`src/rtl/signed_product_accumulator.sv`:
```
// Sums COUNT signed products per block into a saturating accumulator and
// presents the finished sum on a valid/ready port, stalling the input meanwhile.
module signed_product_accumulator #(
    parameter int PROD_W = 9,
    parameter int ACC_W  = 16,
    parameter int COUNT  = 4
) (
    input  logic                     Clock,
    input  logic                     Reset,
    input  logic                     Clear,
    input  logic                     in_valid,
    output logic                     in_ready,
    input  logic signed [PROD_W-1:0] Product,
    output logic                     acc_valid,
    input  logic                     acc_ready,
    output logic signed [ACC_W-1:0]  Accum,
    output logic                     Overflow,
    output logic [3:0]               Count
);

    typedef enum logic {
        ST_ACCUM = 1'b0,
        ST_HOLD  = 1'b1
    } state_t;

    localparam logic [3:0] COUNT_LAST = 4'(COUNT);

    state_t                   r_state;
    logic signed [ACC_W-1:0]  r_accum;
    logic                     r_overflow;
    logic [3:0]               r_count;

    logic signed [ACC_W:0]    w_sum;
    logic signed [ACC_W-1:0]  w_sat;
    logic                     w_sat_hit;
    logic [3:0]               w_count_next;

    // One guard bit is enough: the sum of two values that fit ACC_W bits fits ACC_W+1.
    assign w_sum        = {r_accum[ACC_W-1], r_accum}
                        + {{(ACC_W+1-PROD_W){Product[PROD_W-1]}}, Product};
    assign w_count_next = r_count + 4'd1;

    // Clamp the widened sum to the ACC_W-bit signed range.
    always_comb begin
        w_sat_hit = 1'b0;
        w_sat     = w_sum[ACC_W-1:0];
        if (w_sum[ACC_W] != w_sum[ACC_W-1]) begin
            w_sat_hit = 1'b1;
            if (w_sum[ACC_W] == 1'b0) begin
                w_sat = {1'b0, {(ACC_W-1){1'b1}}};
            end else begin
                w_sat = {1'b1, {(ACC_W-1){1'b0}}};
            end
        end else begin
            w_sat = w_sum[ACC_W-1:0];
        end
    end

    // Block state: accumulate, hold for the handshake, abort on Clear.
    always_ff @(posedge Clock or posedge Reset) begin
        if (Reset) begin
            r_state    <= ST_ACCUM;
            r_accum    <= '0;
            r_overflow <= 1'b0;
            r_count    <= 4'd0;
        end else if (Clear) begin
            r_state    <= ST_ACCUM;
            r_accum    <= '0;
            r_overflow <= 1'b0;
            r_count    <= 4'd0;
        end else begin
            case (r_state)
                ST_HOLD: begin
                    if (acc_ready) begin
                        r_state    <= ST_ACCUM;
                        r_accum    <= '0;
                        r_overflow <= 1'b0;
                        r_count    <= 4'd0;
                    end
                end
                ST_ACCUM: begin
                    if (in_valid) begin
                        r_accum    <= w_sat;
                        r_overflow <= r_overflow | w_sat_hit;
                        r_count    <= w_count_next;
                        if (w_count_next == COUNT_LAST) begin
                            r_state <= ST_HOLD;
                        end
                    end
                end
                default: begin
                    r_state    <= ST_ACCUM;
                    r_accum    <= '0;
                    r_overflow <= 1'b0;
                    r_count    <= 4'd0;
                end
            endcase
        end
    end

    assign in_ready  = (r_state == ST_ACCUM) & ~Clear;
    assign acc_valid = (r_state == ST_HOLD);
    assign Accum     = r_accum;
    assign Overflow  = r_overflow;
    assign Count     = r_count;

endmodule

```
`config.mk`:
```
export PLATFORM = sky130hd
export DESIGN_NAME = signed_product_accumulator
export DESIGN_NICKNAME = d
export VERILOG_FILES = /design/src/rtl/signed_product_accumulator.sv
export SDC_FILE = /design/constraint.sdc
export NUM_CORES = 1
export LEC_CHECK = 0
export ABC_AREA = 1
export CORE_MARGIN = 10
export CORE_UTILIZATION = 50
export DETAILED_ROUTE_END_ITERATION = 7
export PLACE_DENSITY = 0.8
export SLEW_MARGIN = 20
export SYNTH_ARGS = -nofsm -noshare
export SYNTH_HDL_FRONTEND = slang
export SYNTH_SLANG_ARGS = --single-unit
```
`constraint.sdc`:
```
create_clock -name Clock -period 5.6 [get_ports Clock]
set_input_delay 1.68 -clock Clock [delete_from_list [all_inputs] [get_ports Clock]]
set_output_delay 1.68 -clock Clock [all_outputs]
set_load 0.02 [all_outputs]
```
==> impl_metrics.toml, run 1 <==
[clock_tree]
cts_tree = "done"
post_cts_buffers = 0
h-tree-depth = 1
cts_resized = 0
clk_latency_ps = 270
path_clk_slew_ps = 80
cts_root_buf = "clkbuf_8"
clockBufferDepth = 2
cts_sinks = 22
numCtsBuffers = 3
cts_hold_buf = 0

[route]
wl_per_cell_um = 13.1
ant_nets = 0
vias = 1821
drtIter0Drc = 90
firstDrtPassIters = 4
via_per_inst = 5.06
wl_um = 4730
drcViolationCount = 0

[final_layout]
antenna_cells = 0
area_delta_synth_final_pct = 21.8
fill_cells = 348
utilization_pct = 64.8
drive_above_1_share_pct = 14.4
num-nets-final = 346

[timing]
worst_slew_pin_slew_ps = 857
fmax_mhz = 220
fin_skew_ps = 3.55
fin_crit_ps = 4540
final-setup-viol-count = 0
hold_viol = 0
min_period_over_period_pct = 81.1
relSlewSlack_pct = 42.8
tns_ps = 0
rsz0062_at_grt = "no"
slew_viol_final = 0

[global_routing]
grt_start_max_net_pins = 23
track_usage_pct = 13.5
grt_pass1_vias = 1831
antenna_found_initial = 0
grt_overflow_total = 0
grt_pass1_wl_um = 8140

[floorplanning]
initial_core_util_pct = 53.2
rows = 22
ios = 37
die_y_um = 83.1
die_area_um2 = 6910
die_w_um = 83.1
fp.coreArea_um2 = 3740

[min_path]
min_from = "Accum[14]$_DFFE_PP0P_"
hp-class = "register to register"
worstHoldEndpoint = "Accum[14]$_DFFE_PP0P_"
whs_path_depth = 2

[yosys]
synth_ff_type = "dfrtp_1"
synth.distinct_cells = 29
synth-edff-count = 0
synthTopCellsByArea = "dfrtp_1 28%, nand2_1 17%, ha_1 11%, inv_1 5.8%, nand2_2 4.7%"
syn_area_per_cell_um2 = 7.25
synthCells = 275
yosysTopAreaCell = "dfrtp_1"
ys_top_cells_by_count = "89 x nand2_1, 31 x inv_1, 22 x dfrtp_1, 17 x ha_1, 17 x nand3_1"
synth-seq-area-share_pct = 27.6
syn_area_um2 = 1990
synthDominantCellAreaShare_pct = 27.6
syn-num-nets = 307
synthArstFlopShare_pct = 100
post-synth-top-count-cell = "nand2_1"
ys.warnings.count = 0
ys_seq_elements = 22

[job]
drv_cap = 0

[critical_path]
r2r_start = "Accum[0]$_DFFE_PP0P_"
cp-start-kind = "primary input"
critical_path_class = "primary input to output port"
required_ps = 3920
timing.rr.end = "Accum[12]$_DFFE_PP0P_"
arrival_ps = 2860
critPathMaxFanout = 3
cp-end-kind = "output port"
r2r_slack_ps = 3140
worst_r2r_path_depth = 13

[power_and_ir_drop]
ir_drop_uv = 197
p_leak_nw = 1.29
power.density_nw_per_um2 = 376

[place]
dp_hpwl_um = 3790
globalplace.congestion = 0.855
port_buffers = 36

[status]
status = "completed"
## state kept, by name (all words and copies together), names as in the netlist
name and flops:
Accum 16, acc_valid 1, Overflow 1, Count 4
## per-layer routing
metal	global-route usage (%)	up-vias	wire length [um]
met5	0	-	0
met4	4.77	0	101
met3	4.30	11	297
met2	21.4	46	2110
met1	16.8	814	2220
li1	-	950	-
## cell families (layout without fill, tap and decap cells)
family                     after synthesis  count (layout)  share of synthesized area, %
DFF                                     22              22                          27.6
xor gates and xnor gates                12              12                          5.27
and+or+nand+nor                        146             146                          33.6
buffers and inverters                   39              76                          8.54
AOI/OAI and AO/OA                       38              38                          13.2
adders and majority gates               18              18                          11.7
## critical path, stage by stage
cell and delay [ps]:
clkdlybuf4s50_1 450, nor2_1 110, clkdlybuf4s50_1 620
## stage by stage
| stage | area [um2] | power, mW | hold slack, ps | std cells | setup WS, ps |
|---|---|---|---|---|---|
| floorplan | 1990 | 0.667 | 613 | 275 | 1960 |
| global placement | 2390 | 0.804 | 492 | 357 | 1100 |
| detailed placement | 2390 | 0.813 | 494 | 357 | 1050 |
| CTS | 2430 | 0.920 | 515 | 360 | 1050 |
| global route | 2430 | 0.994 | 533 | 360 | 973 |
| finish | 2430 | 0.913 | 512 | 360 | 1060 |
## cell usage in the layout, fill, tap and decap left out, types with 2 or more instances in the layout
cell,instances
a21oi_1,12
a21oi_2,4
clkdlybuf4s50_1,36
a21oi_4,2
inv_1,31
o21bai_1,2
ha_1,17
o21ai_0,7
dfrtp_1,22
nand2_2,15
nand3_1,17
nand2_4,5
nor2_1,14
inv_2,5
o21ai_1,2
nand2_1,89
nor3_2,2
xnor2_1,3
clkbuf_8,3
o21ai_2,7
xor2_1,9
## cell type report
class	instances	area, um2	area share, %
repair buffers	37	368	15.2
clock buffers	3	41.3	1.70
well taps	48	60.1	2.47
flip-flops and latches	22	551	22.7
multi-input cells	214	1270	52.4
inverters	36	135	5.57
## how the worst max path moves through the flow
stage                from  endpoint  slack [ps]  cells after the start
finish              Clear  in_ready        1060                      3
detailed placement  Clear  in_ready        1050                      3
floorplan           Clear  in_ready        1960                      1
global route        Clear  in_ready         970                      3
global placement    Clear  in_ready        1100                      3
CTS                 Clear  in_ready        1050                      3
## power breakdown
part / internal [mW] / switching [mW]
registers: 0.194 / 0.0340
logic: 0.227 / 0.358
clock network: 0.0482 / 0.0527
total: 0.469 / 0.444
No activity file was read; power rests on OpenSTA's default activity.
==> inputs of run 2 (changes only) <==
Settings changed: CORE_UTILIZATION 50 to 48.
Clock period 5.6 ns to 3.7 ns, I/O delays scaled along.
==> run 2 against run 1 <==
Sequential share of layout area is 0.29 points lower; non-clock buffer count is 2 higher; critical path depth is 9 higher; sequential power is 53% higher; clock skew is 0.88 ps lower; largest cell class unchanged.
==> impl_metrics.toml, run 2 (same netlist as run 1, synthesis figures left out) <==
[clock_tree]
numCtsBuffers = 3
path_clk_slew_ps = 80
post_cts_buffers = 0
h-tree-depth = 1
clockBufferDepth = 2
cts_tree = "done"
clk_latency_ps = 250
cts_root_buf = "clkbuf_8"
cts_hold_buf = 0
cts_sinks = 22
cts_resized = 0

[power_and_ir_drop]
p_leak_nw = 1.31
power_frac_seq_pct = 24.6
comb_power_share_pct = 63.6
p_int_mw = 0.736
power_switching_mw = 0.681
power.density_nw_per_um2 = 577
ir_drop_uv = 306
clockPowerShare_pct = 11.8
swShare_pct = 48.0

[global_routing]
antenna_found_initial = 0
grt_pass1_vias = 1870
grt_pass1_wl_um = 8430
grt_start_max_net_pins = 23
track_usage_pct = 13.6
grt_overflow_total = 0

[final_layout]
utilization_pct = 61.5
fill_cells = 370
area_delta_synth_final_pct = 23.4
num-nets-final = 348
register_area_um2 = 551
final_common_cell = "nand2_1"
multiInputGateArea_um2 = 1270
fin_area_um2 = 2460
largest_reg_flops = 16
antenna_cells = 0
mostFrequentLayoutCells = "89 x nand2_1, 36 x clkdlybuf4s50_1, 31 x inv_1"
drive_above_1_share_pct = 15.2

[floorplanning]
fp.coreArea_um2 = 4000
die_y_um = 84.4
die_area_um2 = 7130
initial_core_util_pct = 49.8
rows = 23
ios = 37
die_w_um = 84.4

[place]
dp_slack_ps = 81.0
placed_area_um2 = 2400
dp_hpwl_um = 4000
globalplace.congestion = 0.909
port_buffers = 36

[timing]
min_period_over_period_pct = 91.2
final-setup-viol-count = 0
worst_slew_pin_slew_ps = 821
hold_viol = 0
slew_viol_final = 0
fin_crit_ps = 3380
tns_ps = 0
rsz0062_at_grt = "no"
fin_skew_ps = 2.67
fin_ws_ps = 325
fmax_mhz = 296
relSlewSlack_pct = 45.2

[critical_path]
critPathMaxFanout = 14
worst_r2r_path_depth = 14
critical_path_class = "primary input to register"
r2r_slack_ps = 1290
critical_path.endpoint = "Accum[1]$_DFFE_PP0P_"
cp-end-kind = "register"
timing.rr.end = "Accum[1]$_DFFE_PP0P_"
required_ps = 3900
arrival_ps = 3570
cp-start-kind = "primary input"
cp-startpoint = "Product[8]"
r2r_start = "Accum[0]$_DFFE_PP0P_"

[route]
via_per_inst = 5.06
ant_nets = 0
drcViolationCount = 0
vias = 1846
wl_um = 4890
wl_per_cell_um = 13.4
drtIter0Drc = 61
firstDrtPassIters = 4

[min_path]
hp-class = "register to register"
whs_path_depth = 2

[status]
status = "completed"

[job]
drv_cap = 0
## run 2: cell types whose count changed in the layout (fill, tap and decap cells not counted)
cell | previous run | this run
clkbuf_8 | 3 | 4
buf_4 | 1 | 3
## run 2: power by group through the flow
stage | combinational, mW | sequential (mW) | clock, mW
2_1_floorplan | 0.604 | 0.406 | 0
3_3_place_gp | 0.881 | 0.353 | 0
3_5_place_dp | 0.896 | 0.352 | 0
4_1_cts | 0.905 | 0.349 | 0.170
5_1_grt | 0.995 | 0.357 | 0.183
6_report | 0.901 | 0.349 | 0.167
## run 2: worst max-delay path, stage by stage
cell and delay (ps):
clkdlybuf4s50_1 570, ha_1 460, a21oi_2 210, nand2_1 140, a21oi_4 180, nand2_2 80, nand2_2 80, nand2_4 70
a21oi_4 370, buf_4 210, o21ai_2 50, nand2_1 50
## run 2: stage by stage
step / total power [mW] / cells / hold WS, ps
3_5_place_dp: 1.25 / 361 / 502
6_report: 1.42 / 365 / 520
4_1_cts: 1.42 / 365 / 523
3_3_place_gp: 1.23 / 361 / 494
2_1_floorplan: 1.01 / 275 / 613
5_1_grt: 1.54 / 365 / 533
## run 2: how the worst min path moves through the flow
stage / startpoint / endpoint / slack, ps
after floorplan: Accum[0]$_DFFE_PP0P_ / Accum[0]$_DFFE_PP0P_ / 610
after global placement: Accum[3]$_DFFE_PP0P_ / Accum[3]$_DFFE_PP0P_ / 490
after detailed placement: Accum[0]$_DFFE_PP0P_ / Accum[0]$_DFFE_PP0P_ / 500
after CTS: Accum[3]$_DFFE_PP0P_ / Accum[3]$_DFFE_PP0P_ / 520
after global routing: Accum[3]$_DFFE_PP0P_ / Accum[3]$_DFFE_PP0P_ / 530
final: Accum[3]$_DFFE_PP0P_ / Accum[3]$_DFFE_PP0P_ / 520
## run 2: per-layer routing
layer  vias to the layer above  track usage (%)  share of wire (%)  wire [um]
li1                        955                -                  -          -
met1                       852             15.9                 45       2190
met2                        33             23.5                 49       2400
met3                         6             3.48                4.9        239
met4                         0             4.49                1.1         55
met5                         -                0                  0          0
## run 2: layout make-up
class                      instances  area share, %
tap                               50           2.54
multi-input combinational        214           51.8
sequential                        22           22.4
inverter                          36           5.50
timing repair buffer              39           15.6
clock buffer                       4           2.24
